## src/rtl/crypto_rsa_modexp_pkg.sv

```systemverilog
// Shared types and constants for the RSA modular-exponentiation engine.
package crypto_rsa_modexp_pkg;

    localparam int DEFAULT_WIDTH = 32;

    localparam logic MODE_ENC = 1'b0;
    localparam logic MODE_DEC = 1'b1;

    typedef enum logic [2:0] {
        ST_IDLE,
        ST_INIT,
        ST_SQR,
        ST_MUL,
        ST_DONE
    } state_t;

endpackage

```

## src/rtl/crypto_rsa_modexp_if.sv

```systemverilog
// Key load and start/ready/done job bus of the RSA modexp engine.
interface crypto_rsa_modexp_if import crypto_rsa_modexp_pkg::*; #(
    parameter int WIDTH = DEFAULT_WIDTH
);

    logic             load;
    logic [WIDTH-1:0] n;
    logic [WIDTH-1:0] key_e;
    logic [WIDTH-1:0] key_d;
    logic             start;
    logic             mode;
    logic [WIDTH-1:0] data_in;
    logic             ready;
    logic             done;
    logic [WIDTH-1:0] data_out;
    logic             error;

    modport master (
        output load, n, key_e, key_d, start, mode, data_in,
        input  ready, done, data_out, error
    );

    modport slave (
        input  load, n, key_e, key_d, start, mode, data_in,
        output ready, done, data_out, error
    );

endinterface

```

## src/rtl/crypto_rsa_modmul.sv

```systemverilog
// Bit-serial MSB-first interleaved modular multiplier: p = a*b mod n.
module crypto_rsa_modmul import crypto_rsa_modexp_pkg::*; #(
    parameter int WIDTH = DEFAULT_WIDTH
) (
    input  logic             clk,
    input  logic             reset,
    input  logic             start,
    input  logic [WIDTH-1:0] a,
    input  logic [WIDTH-1:0] b,
    input  logic [WIDTH-1:0] n,
    output logic             done,
    output logic [WIDTH-1:0] p
);

    localparam int CW = $clog2(WIDTH + 1);

    logic [WIDTH-1:0] acc;
    logic [WIDTH-1:0] a_sh;
    logic [WIDTH-1:0] b_r;
    logic [WIDTH-1:0] n_r;
    logic [CW-1:0]    cnt;
    logic             busy;

    logic [WIDTH:0]   n_ext;
    logic [WIDTH:0]   dbl;
    logic [WIDTH:0]   dbl_r;
    logic [WIDTH:0]   sum;
    logic [WIDTH-1:0] nxt;

    // acc and b stay below n, so one conditional subtract per step suffices
    always_comb begin
        n_ext = {1'b0, n_r};
        dbl   = {acc, 1'b0};
        dbl_r = (dbl >= n_ext) ? dbl - n_ext : dbl;
        sum   = a_sh[WIDTH-1] ? dbl_r + {1'b0, b_r} : dbl_r;
        nxt   = (sum >= n_ext) ? WIDTH'(sum - n_ext) : WIDTH'(sum);
    end

    always_ff @(posedge clk or posedge reset) begin
        if (reset) begin
            acc  <= '0;
            a_sh <= '0;
            b_r  <= '0;
            n_r  <= '0;
            cnt  <= '0;
            busy <= 1'b0;
            done <= 1'b0;
            p    <= '0;
        end else begin
            done <= 1'b0;
            if (start) begin
                acc  <= '0;
                a_sh <= a;
                b_r  <= b;
                n_r  <= n;
                cnt  <= CW'(WIDTH);
                busy <= 1'b1;
            end else if (busy) begin
                acc  <= nxt;
                a_sh <= a_sh << 1;
                cnt  <= cnt - CW'(1);
                if (cnt == CW'(1)) begin
                    busy <= 1'b0;
                    done <= 1'b1;
                    p    <= nxt;
                end
            end
        end
    end

endmodule

```

## src/rtl/crypto_rsa_modexp.sv

```systemverilog
// Constant-time left-to-right square-and-multiply RSA engine with key store.
module crypto_rsa_modexp import crypto_rsa_modexp_pkg::*; #(
    parameter int WIDTH = DEFAULT_WIDTH
) (
    input logic                clk,
    input logic                reset,
    crypto_rsa_modexp_if.slave bus
);

    localparam int IW = $clog2(WIDTH);

    state_t           state;
    logic [WIDTH-1:0] n_r;
    logic [WIDTH-1:0] ke;
    logic [WIDTH-1:0] kd;
    logic             keys_valid;
    logic             mode_r;
    logic [WIDTH-1:0] base;
    logic [WIDTH-1:0] r;
    logic [WIDTH-1:0] ex;
    logic [IW-1:0]    i;
    logic             issued;
    logic             ready_r;
    logic             done_r;
    logic             error_r;
    logic [WIDTH-1:0] out_r;

    logic             bad;
    logic             mm_start;
    logic             mm_done;
    logic [WIDTH-1:0] mm_b;
    logic [WIDTH-1:0] mm_p;

    assign bad = !keys_valid || (n_r < WIDTH'(2))
               || (bus.data_in >= n_r);
    assign mm_start = (state == ST_SQR || state == ST_MUL) && !issued;
    assign mm_b     = (state == ST_SQR) ? r : base;

    assign bus.ready    = ready_r;
    assign bus.done     = done_r;
    assign bus.error    = error_r;
    assign bus.data_out = out_r;

    crypto_rsa_modmul #(.WIDTH(WIDTH)) u_modmul (
        .clk   (clk),
        .reset (reset),
        .start (mm_start),
        .a     (r),
        .b     (mm_b),
        .n     (n_r),
        .done  (mm_done),
        .p     (mm_p)
    );

    always_ff @(posedge clk or posedge reset) begin
        if (reset) begin
            state      <= ST_IDLE;
            n_r        <= '0;
            ke         <= '0;
            kd         <= '0;
            keys_valid <= 1'b0;
            mode_r     <= MODE_ENC;
            base       <= '0;
            r          <= '0;
            ex         <= '0;
            i          <= '0;
            issued     <= 1'b0;
            ready_r    <= 1'b1;
            done_r     <= 1'b0;
            error_r    <= 1'b0;
            out_r      <= '0;
        end else begin
            done_r <= 1'b0;
            unique case (state)
                ST_IDLE: begin
                    if (bus.load) begin
                        n_r        <= bus.n;
                        ke         <= bus.key_e;
                        kd         <= bus.key_d;
                        keys_valid <= 1'b1;
                    end else if (bus.start) begin
                        ready_r <= 1'b0;
                        if (bad) begin
                            state   <= ST_DONE;
                            done_r  <= 1'b1;
                            error_r <= 1'b1;
                            out_r   <= '0;
                        end else begin
                            state  <= ST_INIT;
                            mode_r <= bus.mode;
                            base   <= bus.data_in;
                        end
                    end
                end
                ST_INIT: begin
                    r      <= WIDTH'(1);
                    ex     <= (mode_r == MODE_DEC) ? kd : ke;
                    i      <= IW'(WIDTH - 1);
                    issued <= 1'b0;
                    state  <= ST_SQR;
                end
                ST_SQR: begin
                    if (!issued) begin
                        issued <= 1'b1;
                    end else if (mm_done) begin
                        r      <= mm_p;
                        issued <= 1'b0;
                        state  <= ST_MUL;
                    end
                end
                ST_MUL: begin
                    if (!issued) begin
                        issued <= 1'b1;
                    end else if (mm_done) begin
                        // product is always formed; only the commit depends on the key bit
                        issued <= 1'b0;
                        ex     <= ex << 1;
                        if (ex[WIDTH-1]) r <= mm_p;
                        if (i == '0) begin
                            state   <= ST_DONE;
                            done_r  <= 1'b1;
                            error_r <= 1'b0;
                            out_r   <= ex[WIDTH-1] ? mm_p : r;
                        end else begin
                            i     <= i - IW'(1);
                            state <= ST_SQR;
                        end
                    end
                end
                ST_DONE: begin
                    state   <= ST_IDLE;
                    ready_r <= 1'b1;
                end
                default: state <= ST_IDLE;
            endcase
        end
    end

endmodule

```

## src/flat_wrapper.sv

```systemverilog
// flat-port wrapper written by rule: the top's interface ports become plain ports
module crypto_rsa_modexp_flat import crypto_rsa_modexp_pkg::*;
#(
    parameter int WIDTH = DEFAULT_WIDTH
)
  (clk, reset, bus_load, bus_n, bus_key_e, bus_key_d, bus_start, bus_mode, bus_data_in, bus_ready, bus_done, bus_data_out, bus_error);
  crypto_rsa_modexp_if #(.WIDTH(WIDTH)) bus_i ();
  input logic clk;
  input logic reset;
  input wire logic [$bits(bus_i.load)-1:0] bus_load;
  input wire logic [$bits(bus_i.n)-1:0] bus_n;
  input wire logic [$bits(bus_i.key_e)-1:0] bus_key_e;
  input wire logic [$bits(bus_i.key_d)-1:0] bus_key_d;
  input wire logic [$bits(bus_i.start)-1:0] bus_start;
  input wire logic [$bits(bus_i.mode)-1:0] bus_mode;
  input wire logic [$bits(bus_i.data_in)-1:0] bus_data_in;
  output wire logic [$bits(bus_i.ready)-1:0] bus_ready;
  output wire logic [$bits(bus_i.done)-1:0] bus_done;
  output wire logic [$bits(bus_i.data_out)-1:0] bus_data_out;
  output wire logic [$bits(bus_i.error)-1:0] bus_error;
  assign bus_i.load = bus_load;
  assign bus_i.n = bus_n;
  assign bus_i.key_e = bus_key_e;
  assign bus_i.key_d = bus_key_d;
  assign bus_i.start = bus_start;
  assign bus_i.mode = bus_mode;
  assign bus_i.data_in = bus_data_in;
  assign bus_ready = bus_i.ready;
  assign bus_done = bus_i.done;
  assign bus_data_out = bus_i.data_out;
  assign bus_error = bus_i.error;
  crypto_rsa_modexp #(.WIDTH(WIDTH)) u_core (.clk(clk), .reset(reset), .bus(bus_i));
endmodule
```

## config.mk

```make
export PLATFORM = sky130hd
export DESIGN_NAME = crypto_rsa_modexp_flat
export DESIGN_NICKNAME = d
export VERILOG_FILES = /design/src/rtl/crypto_rsa_modexp_pkg.sv /design/src/rtl/crypto_rsa_modexp_if.sv /design/src/rtl/crypto_rsa_modmul.sv /design/src/rtl/crypto_rsa_modexp.sv /design/src/flat_wrapper.sv
export SDC_FILE = /design/constraint.sdc
export NUM_CORES = 1
export LEC_CHECK = 0
export ABC_CLOCK_PERIOD_IN_PS = 25100
export CORE_UTILIZATION = 60
export DETAILED_ROUTE_END_ITERATION = 8
export GPL_TIMING_DRIVEN = 1
export PLACE_DENSITY = 0.93
export SLEW_MARGIN = 20
export SYNTH_ARGS = -nofsm -noshare
export SYNTH_HDL_FRONTEND = slang
export SYNTH_SLANG_ARGS = --single-unit
```

## constraint.sdc

```tcl
create_clock -name clk -period 25.1 [get_ports clk]
set_clock_uncertainty 0.15 [all_clocks]
set_input_delay 2.51 -clock clk [delete_from_list [all_inputs] [get_ports clk]]
set_output_delay 2.51 -clock clk [all_outputs]
set_load 0.02 [all_outputs]
```

# Word-level counts from Yosys, hierarchy flattened
# Cells that the tools add are included.
dict set report totals {
  output_inout_bits 35
  regBits 406
}
dict set report op_classes {
  n_lt_le_gt_ge 4
  addsub 5
  eq_ne 14
  mux 66
  n_reduce_logical 24
  bitwise_logic 3
}
# cell count
set ops {}
lappend ops {{$mux 32} 20}
lappend ops {{$pmux 32 s2} 2}
lappend ops {{$pmux 32 s3} 1}
lappend ops {{$ge 33x32->1} 2}
lappend ops {{$mux 33} 2}
lappend ops {{$add 33x32->33} 1}
lappend ops {{$sub 33x32->33} 1}
lappend ops {{$ge 32x32->1} 1}
lappend ops {{$lt 32x2->1 const B} 1}
lappend ops {{$sub 32x32->32} 1}
lappend ops {{$mux 3} 8}
lappend ops {{$mux 1} 22}
lappend ops {{$mux 5} 3}
lappend ops {{$mux 6} 2}
lappend ops {{$ne 2x2->1 const B} 6}
lappend ops {{$pmux 3 s4} 1}
lappend ops {{$pmux 5 s2} 1}
lappend ops {{$reduce_bool 2->1} 5}
lappend ops {{$reduce_and 3->1} 3}
lappend ops {{$pmux 1 s2} 4}
lappend ops {{$reduce_and 4->1} 2}
lappend ops {{$reduce_and 7->1} 1}
lappend ops {{$eq 3x2->1 const B} 2}
lappend ops {{$eq 6x1->1 const B} 1}
lappend ops {{other kinds (16)} 23}

# Depth between registers and ports, before layout
# Gate-level depths: netlist of run 1.
dict set report depth {
  depth_word 8
  depth_mapped 36
}

# Hierarchy
# Synthesis of run 1 repeated with hierarchy kept, for this count alone.
dict set report unflattened {
  hier_cells 2747
  area_unflattened_um2 25271.7
}
# mod instances cells_each area_per_inst_um2
set by_module_without_submodules {}
lappend by_module_without_submodules {crypto_rsa_modmul 1 1535 13207.7}
lappend by_module_without_submodules {crypto_rsa_modexp 1 1212 12064.1}

# Worst setup path before layout of run 1
# No wires, ideal clock.
dict set report synth_timing {
  path_kind {reg2reg}
  start {reg u_core.u_modmul.acc[5]}
  end {reg u_core.u_modmul.p[13]}
  setup_time_ns 0.069
  stages_incl_launch_ff 31
  setup_slack_ns 17.850
  required_ns 24.881
  path_buffers 3
  arrival_ns 7.031
  path_cell_list {dfrtp_1 ha_1 a211oi_1 o21bai_1 o41ai_1 o21ai_1 nand3_1 buf_4 nand2_4 buf_6 buf_2 mux2i_1 inv_1 ha_1 o21a_1 o31a_1 a311o_1 a2111oi_0 nor3_1 xor2_1 mux2_2 ha_1 inv_1 nor4_1 o311ai_0 nor3b_1 o2111ai_1 nand3_1 o211a_1 or4_1 nand3_1}
}
dict set report synth_via {
  elab_chain_cells 6
}
# item line
set synth_lines {}
lappend synth_lines {{start: declaration} crypto_rsa_modmul.sv:17} ;# logic [WIDTH-1:0] acc;
lappend synth_lines {{start signal: assignment} crypto_rsa_modmul.sv:59} ;# acc <= nxt;
lappend synth_lines {{$sub 33x32->33 or $ge 33x32->1 (tied branches)} crypto_rsa_modmul.sv:34} ;# dbl_r = (dbl >= n_ext) ? dbl - n_ext : dbl;
lappend synth_lines {{$mux 33 *} crypto_rsa_modmul.sv:34}
lappend synth_lines {{$add 33x32->33} crypto_rsa_modmul.sv:35} ;# sum = a_sh[WIDTH-1] ? dbl_r + {1'b0, b_r} : dbl_r;
lappend synth_lines {{$mux 33 *} crypto_rsa_modmul.sv:35}
lappend synth_lines {{$sub 32x32->32 or $ge 33x32->1 (tied branches)} crypto_rsa_modmul.sv:36} ;# nxt = (sum >= n_ext) ? WIDTH'(sum - n_ext) : WIDTH'(sum);
lappend synth_lines {{$mux 32 *} crypto_rsa_modmul.sv:36}
lappend synth_lines {{end signal: assignment} crypto_rsa_modmul.sv:65} ;# p <= nxt;
lappend synth_lines {{end: declaration} crypto_rsa_modmul.sv:12} ;# output logic [WIDTH-1:0] p
# Every way passes the cells marked *; elsewhere a longest branch is shown, timed or not.
# A chain may end at the register's enable or synchronous reset.

# Worst setup path in the final report of run 1
dict set report layout_timing {
  start {reg u_core.u_modmul.acc[5]}
  end {reg u_core.u_modmul.p[18]}
}
# Same word-level chain as after synthesis.

==> impl_metrics.prom, run 1 <==
# TYPE chip_impl_metric gauge
chip_impl_metric{name="ctsResizeCount",unit=""} 0
chip_impl_metric{name="fp.dieW",unit="um"} 203
chip_impl_info{name="clock_tree_from_tritoncts",value="done"} 1
chip_impl_info{name="r2r_startpoint",value="u_core.u_modmul.acc[5]$_DFFE_PP0P_"} 1
chip_impl_metric{name="cts_made_buffers",unit=""} 42
chip_impl_metric{name="finalWeightedCongestion",unit=""} 0.987
chip_impl_metric{name="critical_path_arrival",unit="ns"} 10.05
chip_impl_metric{name="synthArstFlopShare",unit="%"} 100
chip_impl_metric{name="ys_seq_area_share",unit="%"} 41.9
chip_impl_info{name="grt_setup_unrepaired",value="false"} 1
chip_impl_metric{name="synth_edf_count",unit=""} 0
chip_impl_metric{name="drc_markers",unit=""} 0
chip_impl_metric{name="finalInstanceArea",unit="um^2"} 27700
chip_impl_metric{name="hold_viol_final",unit=""} 0
chip_impl_metric{name="synthCells",unit=""} 2568
chip_impl_metric{name="dpl.hpwl",unit="mm"} 58.5
chip_impl_metric{name="report.final.slew_viol_count",unit=""} 0
chip_impl_info{name="cts-root-buf",value="clkbuf_16"} 1
chip_impl_metric{name="synth_nets",unit=""} 2835
chip_impl_metric{name="dr_total_vias",unit=""} 21400
chip_impl_info{name="slowest_stage",value="o41ai_1"} 1
chip_impl_metric{name="count_of_placed_standard_cells_in_the_final_layout_fillers_left_out",unit=""} 3220
chip_impl_metric{name="core.rowCount",unit=""} 73
chip_impl_metric{name="maximum_number_of_pins_on_one_net_before_global_route_repair",unit=""} 161
chip_impl_metric{name="final_net_count",unit=""} 2926
chip_impl_metric{name="drt_wl_total",unit="mm"} 80.5
chip_impl_metric{name="die_area",unit="um^2"} 41200
chip_impl_metric{name="cts.reportedPaths.clkPinSlew",unit="ns"} 0.06
chip_impl_metric{name="timing.critical_path.fanout_max",unit=""} 36
chip_impl_metric{name="final_min_period",unit="ns"} 9.72
chip_impl_metric{name="area_after_detailed_placement",unit="um^2"} 26200
chip_impl_metric{name="area_growth",unit="%"} 14.3
chip_impl_metric{name="cts_sinks",unit=""} 406
chip_impl_metric{name="post_drt_via_cell_ratio",unit=""} 6.66
chip_impl_metric{name="yosysUniqueCellTypes",unit=""} 82
chip_impl_metric{name="dp.cells",unit=""} 3139
chip_impl_metric{name="globalRouteMet2Util",unit="%"} 64.4
chip_impl_metric{name="drt_first_iter_violations",unit=""} 2281
chip_impl_info{name="path_delay_family",value="compound AO/OA/AOI/OAI gates"} 1
chip_impl_metric{name="antenna_violating_nets_post_route",unit=""} 0
chip_impl_metric{name="layout-drive-gt1-share",unit="%"} 11.3
chip_impl_info{name="synth_top_family_by_area",value="compound AO/OA/AOI/OAI gates"} 1
chip_impl_info{name="timing.critical_path.from_type",value="register"} 1
chip_impl_metric{name="post_synth_mux_area_share",unit="%"} 12.0
chip_impl_metric{name="postCtsSetupBuffers",unit=""} 0
chip_impl_metric{name="placement.io_buffers",unit=""} 167
chip_impl_metric{name="yosys_register_bits",unit=""} 406
chip_impl_info{name="worstSetupStartpoint",value="u_core.u_modmul.acc[5]$_DFFE_PP0P_"} 1
chip_impl_metric{name="groute.layer.met3.usage",unit="%"} 5.59
chip_impl_metric{name="synth-xor-area-share",unit="%"} 2.89
chip_impl_metric{name="synth_area_per_cell",unit="um^2"} 9.45
chip_impl_metric{name="simple_gate_share_of_the_synthesized_area",unit="%"} 12.5
chip_impl_metric{name="avgRoutedWirePerCell",unit="um"} 25.0
chip_impl_metric{name="design.portCount",unit=""} 168
chip_impl_metric{name="core",unit="um^2"} 39800
chip_impl_metric{name="cts_hold_buffers",unit=""} 0
chip_impl_metric{name="clk_latency",unit="ns"} 0.61
chip_impl_metric{name="transition_at_the_pin_with_the_smallest_max_transition_slack",unit="ns"} 1.14
chip_impl_metric{name="post-route-util",unit="%"} 69.7
chip_impl_metric{name="drtPass1Iterations",unit=""} 6
chip_impl_info{name="post_synth_most_frequent_cells",value="405 x dfrtp_1, 274 x nand2_1, 271 x o21ai_0"} 1
chip_impl_metric{name="start_util",unit="%"} 60.9
chip_impl_info{name="synth_top_cells_by_area",value="dfrtp_1 42%, mux2_2 7.1%, ha_1 6.8%"} 1
chip_impl_info{name="timing.setup.critical_path_class",value="register to register"} 1
chip_impl_metric{name="setup-tns-final",unit="ns"} 0
chip_impl_info{name="crit_top_cell",value="ha_1"} 1
chip_impl_metric{name="final-setup-viol-count",unit=""} 0
chip_impl_metric{name="die_height",unit="um"} 203
chip_impl_metric{name="synth_area_in_compound_gates",unit="%"} 19.3
chip_impl_metric{name="critPathRequiredTime",unit="ns"} 25.43
chip_impl_metric{name="gr-usage-all-layers",unit="%"} 39.5
chip_impl_metric{name="use_met1",unit="%"} 49.3
chip_impl_metric{name="grt_antenna_before_repair",unit=""} 2
chip_impl_metric{name="clock_path_buffers",unit=""} 3
chip_impl_info{name="worstSetupEndpointType",value="register"} 1
chip_impl_info{name="global_route.peak_usage_layer",value="met2"} 1
chip_impl_metric{name="cts_htree_levels",unit=""} 2
chip_impl_metric{name="syn-cell-area",unit="um^2"} 24300
chip_impl_info{name="yosys.area.top_type",value="dfrtp_1"} 1
chip_impl_metric{name="yosys.area.top_type_share",unit="%"} 41.8
chip_impl_metric{name="global_route.overflow_total",unit=""} 0
chip_impl_metric{name="grt_first_pass_wirelength",unit="mm"} 124
chip_impl_info{name="synth_most_common_cell",value="dfrtp_1"} 1
chip_impl_metric{name="cp_num_buf_inv",unit=""} 3
chip_impl_metric{name="share_of_synthesized_cell_area_in_full_adder_half_adder_and_majority_cells",unit="%"} 7.00
chip_impl_metric{name="cap_violations",unit=""} 0
chip_impl_info{name="postSynth.topFlopCell",value="dfrtp_1"} 1
chip_impl_metric{name="period_share",unit="%"} 38.7
chip_impl_metric{name="grt_pass1_vias",unit=""} 21300
chip_impl_metric{name="relative_slew_slack",unit="%"} 24.3
chip_impl_metric{name="max_freq",unit="MHz"} 103
chip_impl_info{name="timing.hold.worst.start",value="u_core.keys_valid$_DFFE_PP0P_"} 1
chip_impl_metric{name="ys_warn_count",unit=""} 0
chip_impl_info{name="run_status",value="finished clean"} 1
chip_impl_metric{name="critical_path.max_stage_delay",unit="ns"} 0.63
chip_impl_info{name="hold_class",value="register to register"} 1
-- layer usage --
metal	vias to the layer above	part of all wire, %
li1	9465	-
met1	10400	38
met2	1268	47
met3	325	7.6
met4	2	7.4
met5	-	0.0099
-- cell type report --
| type | instances | area (um^2) |
|---|---|---|
| multi-input combinational | 1889 | 13100 |
| fill | 2864 | 12100 |
| sequential | 406 | 10200 |
| timing repair buffer | 191 | 1870 |
| clock buffer | 48 | 1110 |
| tap | 525 | 657 |
| inverter | 129 | 497 |
| clock inverter | 30 | 365 |
| antenna | 2 | 5.00 |
-- registers in the layout, indices dropped and copies added, names as in the netlist, 5 cells and up --
name,cells
u_core.u_modmul.b_r,32
u_core.u_modmul.p,32
u_core.n_r,32
u_core.i,5
u_core.u_modmul.cnt,6
u_core.u_modmul.acc,32
u_core.kd,32
u_core.u_modmul.a_sh,32
u_core.base,32
u_core.bus.data_out,32
u_core.u_modmul.n_r,32
u_core.ex,32
u_core.r,32
u_core.ke,32
-- through the flow --
| stage | worst slack, ns | hold WS (ns) |
|---|---|---|
| 2_1_floorplan | 11.15 | 0.281 |
| 3_3_place_gp | 16.00 | 0.296 |
| 4_1_cts | 15.55 | 0.323 |
| 3_5_place_dp | 15.65 | 0.305 |
| 5_1_grt | 14.70 | 0.349 |
| 6_report | 15.38 | 0.329 |
-- cell families after synthesis --
group / count (synthesis)
AO/OA/AOI/OAI: 743
AND/OR/NAND/NOR: 660
flip-flops: 406
buffers and inverters: 273
multiplexers: 272
adder cells (fa/ha/maj): 134
XOR/XNOR: 80
-- placed cells by master (no fill, tap or decap), types with 7 or more instances in the layout --
cell and count:
a22o_1 36, o22ai_1 33, mux2i_1 118, a21oi_1 156, o21ai_0 271, xnor2_1 51
nor3_1 53, o21a_1 19, o2111ai_1 11, a221o_1 11, nand2_1 273, and3_1 30
inv_1 126, nand3_1 37, a211oi_1 27, a2111oi_0 8, dfrtp_1 402, nand4_1 22
clkdlybuf4s50_1 167, a31oi_1 16, nor4_1 18, or2_2 13, or3_1 13, clkbuf_16 42
o21bai_1 12, a211o_1 8, mux2_2 154, buf_4 22, o211ai_1 11, nor2_1 136
nor2b_1 11, xor2_1 29, ha_1 131, a21o_1 41, and2_1 10, o31ai_1 10
clkinv_2 13, nand2b_1 16, o311ai_0 7
-- worst register-to-register path: cells and delay by family (launching register included) --
kind                     cells  cell delay, ns
AO/OA/AOI/OAI               14            4.27
AND/OR/NAND/NOR              6            2.04
adder cells (fa/ha/maj)      3            1.11
multiplexers                 2            0.88
buffers and inverters        3            0.73
flip-flops                   1            0.40
-- path summary, 6_finish.rpt --
check / slack [ns] / endpoint / cells past startpoint
setup / recovery: 15.38 / u_core.u_modmul.p[18]$_DFFE_PP0P_ / 28
hold / removal: 0.33 / u_core.keys_valid$_DFFE_PP0P_ / 1
setup reg to reg: 15.38 / u_core.u_modmul.p[18]$_DFFE_PP0P_ / 28
hold reg to reg: 0.33 / u_core.keys_valid$_DFFE_PP0P_ / 1
max in group asynchronous: 20.93 / u_core.u_modmul.acc[28]$_DFFE_PP0P_ / 3
min in group asynchronous: 2.31 / u_core.ke[25]$_DFFE_PP0P_ / 2
Power of run 1 is left out: the tool's default activity adds up to more than one toggle a clock period on the data nets, which glitch-free logic cannot reach.
==> inputs of run 2 (changes only) <==
--- a/config.mk
+++ b/config.mk
@@ -5,7 +5,7 @@
 export SDC_FILE = /design/constraint.sdc
 export NUM_CORES = 1
 export LEC_CHECK = 0
-export ABC_CLOCK_PERIOD_IN_PS = 25100
+export ABC_CLOCK_PERIOD_IN_PS = 9380
 export CORE_UTILIZATION = 60
 export DETAILED_ROUTE_END_ITERATION = 8
 export GPL_TIMING_DRIVEN = 1
==> constraint.sdc (replaced) <==
create_clock -name clk -period 9.38 [get_ports clk]
set_clock_uncertainty 0.15 [all_clocks]
set_input_delay 0.938 -clock clk [delete_from_list [all_inputs] [get_ports clk]]
set_output_delay 0.938 -clock clk [all_outputs]
set_load 0.02 [all_outputs]
==> impl_metrics.prom, run 2 (synthesis gave the netlist of run 1 again) <==
# TYPE chip_impl_metric gauge
chip_impl_metric{name="critPathRequiredTime",unit="ns"} 9.69
chip_impl_metric{name="drtPass1Iterations",unit=""} 6
chip_impl_metric{name="ctsResizeCount",unit=""} 0
chip_impl_metric{name="drt_wl_total",unit="mm"} 84.2
chip_impl_info{name="path_delay_family",value="compound AO/OA/AOI/OAI gates"} 1
chip_impl_metric{name="clock_path_buffers",unit=""} 3
chip_impl_metric{name="drt_first_iter_violations",unit=""} 2365
chip_impl_metric{name="critical_path.max_stage_delay",unit="ns"} 0.60
chip_impl_info{name="final_common_cell",value="dfrtp_1"} 1
chip_impl_metric{name="reg2reg_depth",unit=""} 28
chip_impl_metric{name="finalInstanceArea",unit="um^2"} 28000
chip_impl_metric{name="fp.dieW",unit="um"} 203
chip_impl_info{name="timing.hold.worst.start",value="u_core.u_modmul.b_r[12]$_DFFE_PP0P_"} 1
chip_impl_info{name="setup.worst_path.end",value="u_core.u_modmul.p[14]$_DFFE_PP0P_"} 1
chip_impl_metric{name="start_util",unit="%"} 60.9
chip_impl_metric{name="cap_violations",unit=""} 0
chip_impl_metric{name="grt_antenna_before_repair",unit=""} 5
chip_impl_metric{name="count_of_placed_standard_cells_in_the_final_layout_fillers_left_out",unit=""} 3240
chip_impl_info{name="timing.critical_path.from_type",value="register"} 1
chip_impl_metric{name="critical_path_cell_count",unit=""} 28
chip_impl_metric{name="period_share",unit="%"} 94.4
chip_impl_metric{name="dr_total_vias",unit=""} 22100
chip_impl_info{name="worstSetupEndpointType",value="register"} 1
chip_impl_metric{name="final_net_count",unit=""} 2948
chip_impl_info{name="timing.setup.critical_path_class",value="register to register"} 1
chip_impl_metric{name="area_growth",unit="%"} 15.3
chip_impl_info{name="highest_count_cells_in_the_layout_ignoring_fill_and_taps",value="402 x dfrtp_1, 273 x nand2_1, 271 x o21ai_0"} 1
chip_impl_metric{name="cts_sinks",unit=""} 406
chip_impl_metric{name="core.rowCount",unit=""} 73
chip_impl_metric{name="design.portCount",unit=""} 168
chip_impl_metric{name="dpl.hpwl",unit="mm"} 58.8
chip_impl_info{name="hold_class",value="register to register"} 1
chip_impl_metric{name="die_area",unit="um^2"} 41200
chip_impl_metric{name="maximum_number_of_pins_on_one_net_before_global_route_repair",unit=""} 112
chip_impl_metric{name="max_freq",unit="MHz"} 113
chip_impl_metric{name="cts_htree_levels",unit=""} 2
chip_impl_info{name="worst_r2r_endpoint",value="u_core.u_modmul.p[14]$_DFFE_PP0P_"} 1
chip_impl_metric{name="timing.critical_path.fanout_max",unit=""} 8
chip_impl_metric{name="grt_first_pass_wirelength",unit="mm"} 128
chip_impl_metric{name="clk_latency",unit="ns"} 0.61
chip_impl_metric{name="finalWeightedCongestion",unit=""} 1.02
chip_impl_metric{name="cts_made_buffers",unit=""} 44
chip_impl_metric{name="die_height",unit="um"} 203
chip_impl_metric{name="dp.cells",unit=""} 3160
chip_impl_metric{name="setup-tns-final",unit="ns"} 0
chip_impl_metric{name="drc_markers",unit=""} 0
chip_impl_metric{name="report.final.slew_viol_count",unit=""} 0
chip_impl_metric{name="n_fill_cell",unit=""} 2738
chip_impl_metric{name="gr-usage-all-layers",unit="%"} 41.1
chip_impl_metric{name="cp_num_buf_inv",unit=""} 2
chip_impl_info{name="grt_setup_unrepaired",value="false"} 1
chip_impl_metric{name="relative_slew_slack",unit="%"} 23.5
chip_impl_metric{name="area_after_detailed_placement",unit="um^2"} 26400
chip_impl_metric{name="hold_viol_final",unit=""} 0
chip_impl_info{name="cts-root-buf",value="clkbuf_16"} 1
chip_impl_metric{name="critical_path_arrival",unit="ns"} 9.16
chip_impl_metric{name="post_drt_via_cell_ratio",unit=""} 6.82
chip_impl_metric{name="avgRoutedWirePerCell",unit="um"} 26.0
chip_impl_info{name="slowest_stage",value="o41ai_1"} 1
chip_impl_metric{name="layout-drive-gt1-share",unit="%"} 11.8
chip_impl_metric{name="antenna_violating_nets_post_route",unit=""} 0
chip_impl_metric{name="placement.io_buffers",unit=""} 167
chip_impl_info{name="run_status",value="finished clean"} 1
chip_impl_metric{name="postCtsSetupBuffers",unit=""} 0
chip_impl_metric{name="final_min_period",unit="ns"} 8.86
chip_impl_metric{name="core",unit="um^2"} 39800
chip_impl_info{name="worstSetupStartpoint",value="u_core.u_modmul.acc[5]$_DFFE_PP0P_"} 1
chip_impl_info{name="crit_top_cell",value="ha_1"} 1
chip_impl_metric{name="cts_hold_buffers",unit=""} 0
chip_impl_metric{name="cts.reportedPaths.clkPinSlew",unit="ns"} 0.06
chip_impl_metric{name="final-setup-viol-count",unit=""} 0
chip_impl_metric{name="regToRegSetupSlack",unit="ns"} 0.52
chip_impl_info{name="clock_tree_from_tritoncts",value="done"} 1
chip_impl_metric{name="global_route.overflow_total",unit=""} 0
chip_impl_metric{name="transition_at_the_pin_with_the_smallest_max_transition_slack",unit="ns"} 1.15
chip_impl_info{name="r2r_startpoint",value="u_core.u_modmul.acc[5]$_DFFE_PP0P_"} 1
chip_impl_metric{name="grt_pass1_vias",unit=""} 21800
run 2: changes by cell type in the layout (fill, tap and decap cells not counted), sizes merged:
cell,change
buf,+20
bufinv,+4
clkbuf,+6
clkinv,-9
clkinvlp,-1
diode,+1
inv,-1
run 2: cell type report:
cell class                      count  area [um^2]  share of cell area, %
Antenna cell                        3         7.51                 0.0268
Clock buffer                       54         1180                   4.21
Clock inverter                     23          375                   1.34
Inverter                          129          488                   1.74
Multi-Input combinational cell   1889        13100                   46.7
Sequential cell                   406        10200                   36.3
Tap cell                          525          657                   2.35
Timing Repair Buffer              211         2040                   7.28
run 2: how the worst min path moves through the flow:
stage                                                      to  slack (ns)  depth (start not counted)
after floorplan                 u_core.keys_valid$_DFFE_PP0P_        0.28                          1
after global placement          u_core.keys_valid$_DFFE_PP0P_        0.29                          1
after detailed placement        u_core.keys_valid$_DFFE_PP0P_        0.32                          1
after CTS                  u_core.u_modmul.b_r[7]$_DFFE_PP0P_        0.35                          2
after global routing       u_core.u_modmul.b_r[5]$_DFFE_PP0P_        0.36                          2
final                     u_core.u_modmul.b_r[12]$_DFFE_PP0P_        0.35                          2
run 2: worst min-delay path: stages (launching register included):
cell and delay, ns:
dfrtp_1 0.35, nand2_1 0.05, o21ai_0 0.07
run 2: metal layers:
metal / part of all wire (%) / global-route usage, % / up-vias
li1: - / - / 9490
met1: 37 / 50.0 / 10700
met2: 46 / 65.4 / 1483
met3: 9.6 / 9.15 / 387
met4: 7.7 / 27.8 / 4
met5: 0.038 / 0 / -
run 2: metrics by stage:
stage	hold slack, ns	setup WS [ns]	util [%]
2_1_floorplan	0.281	2.13	-
3_3_place_gp	0.294	1.19	66.3
3_5_place_dp	0.320	0.896	66.3
4_1_cts	0.351	0.815	70.2
5_1_grt	0.359	0.0172	70.2
6_report	0.354	0.523	70.3
Power of run 2 is left out for the same reason.
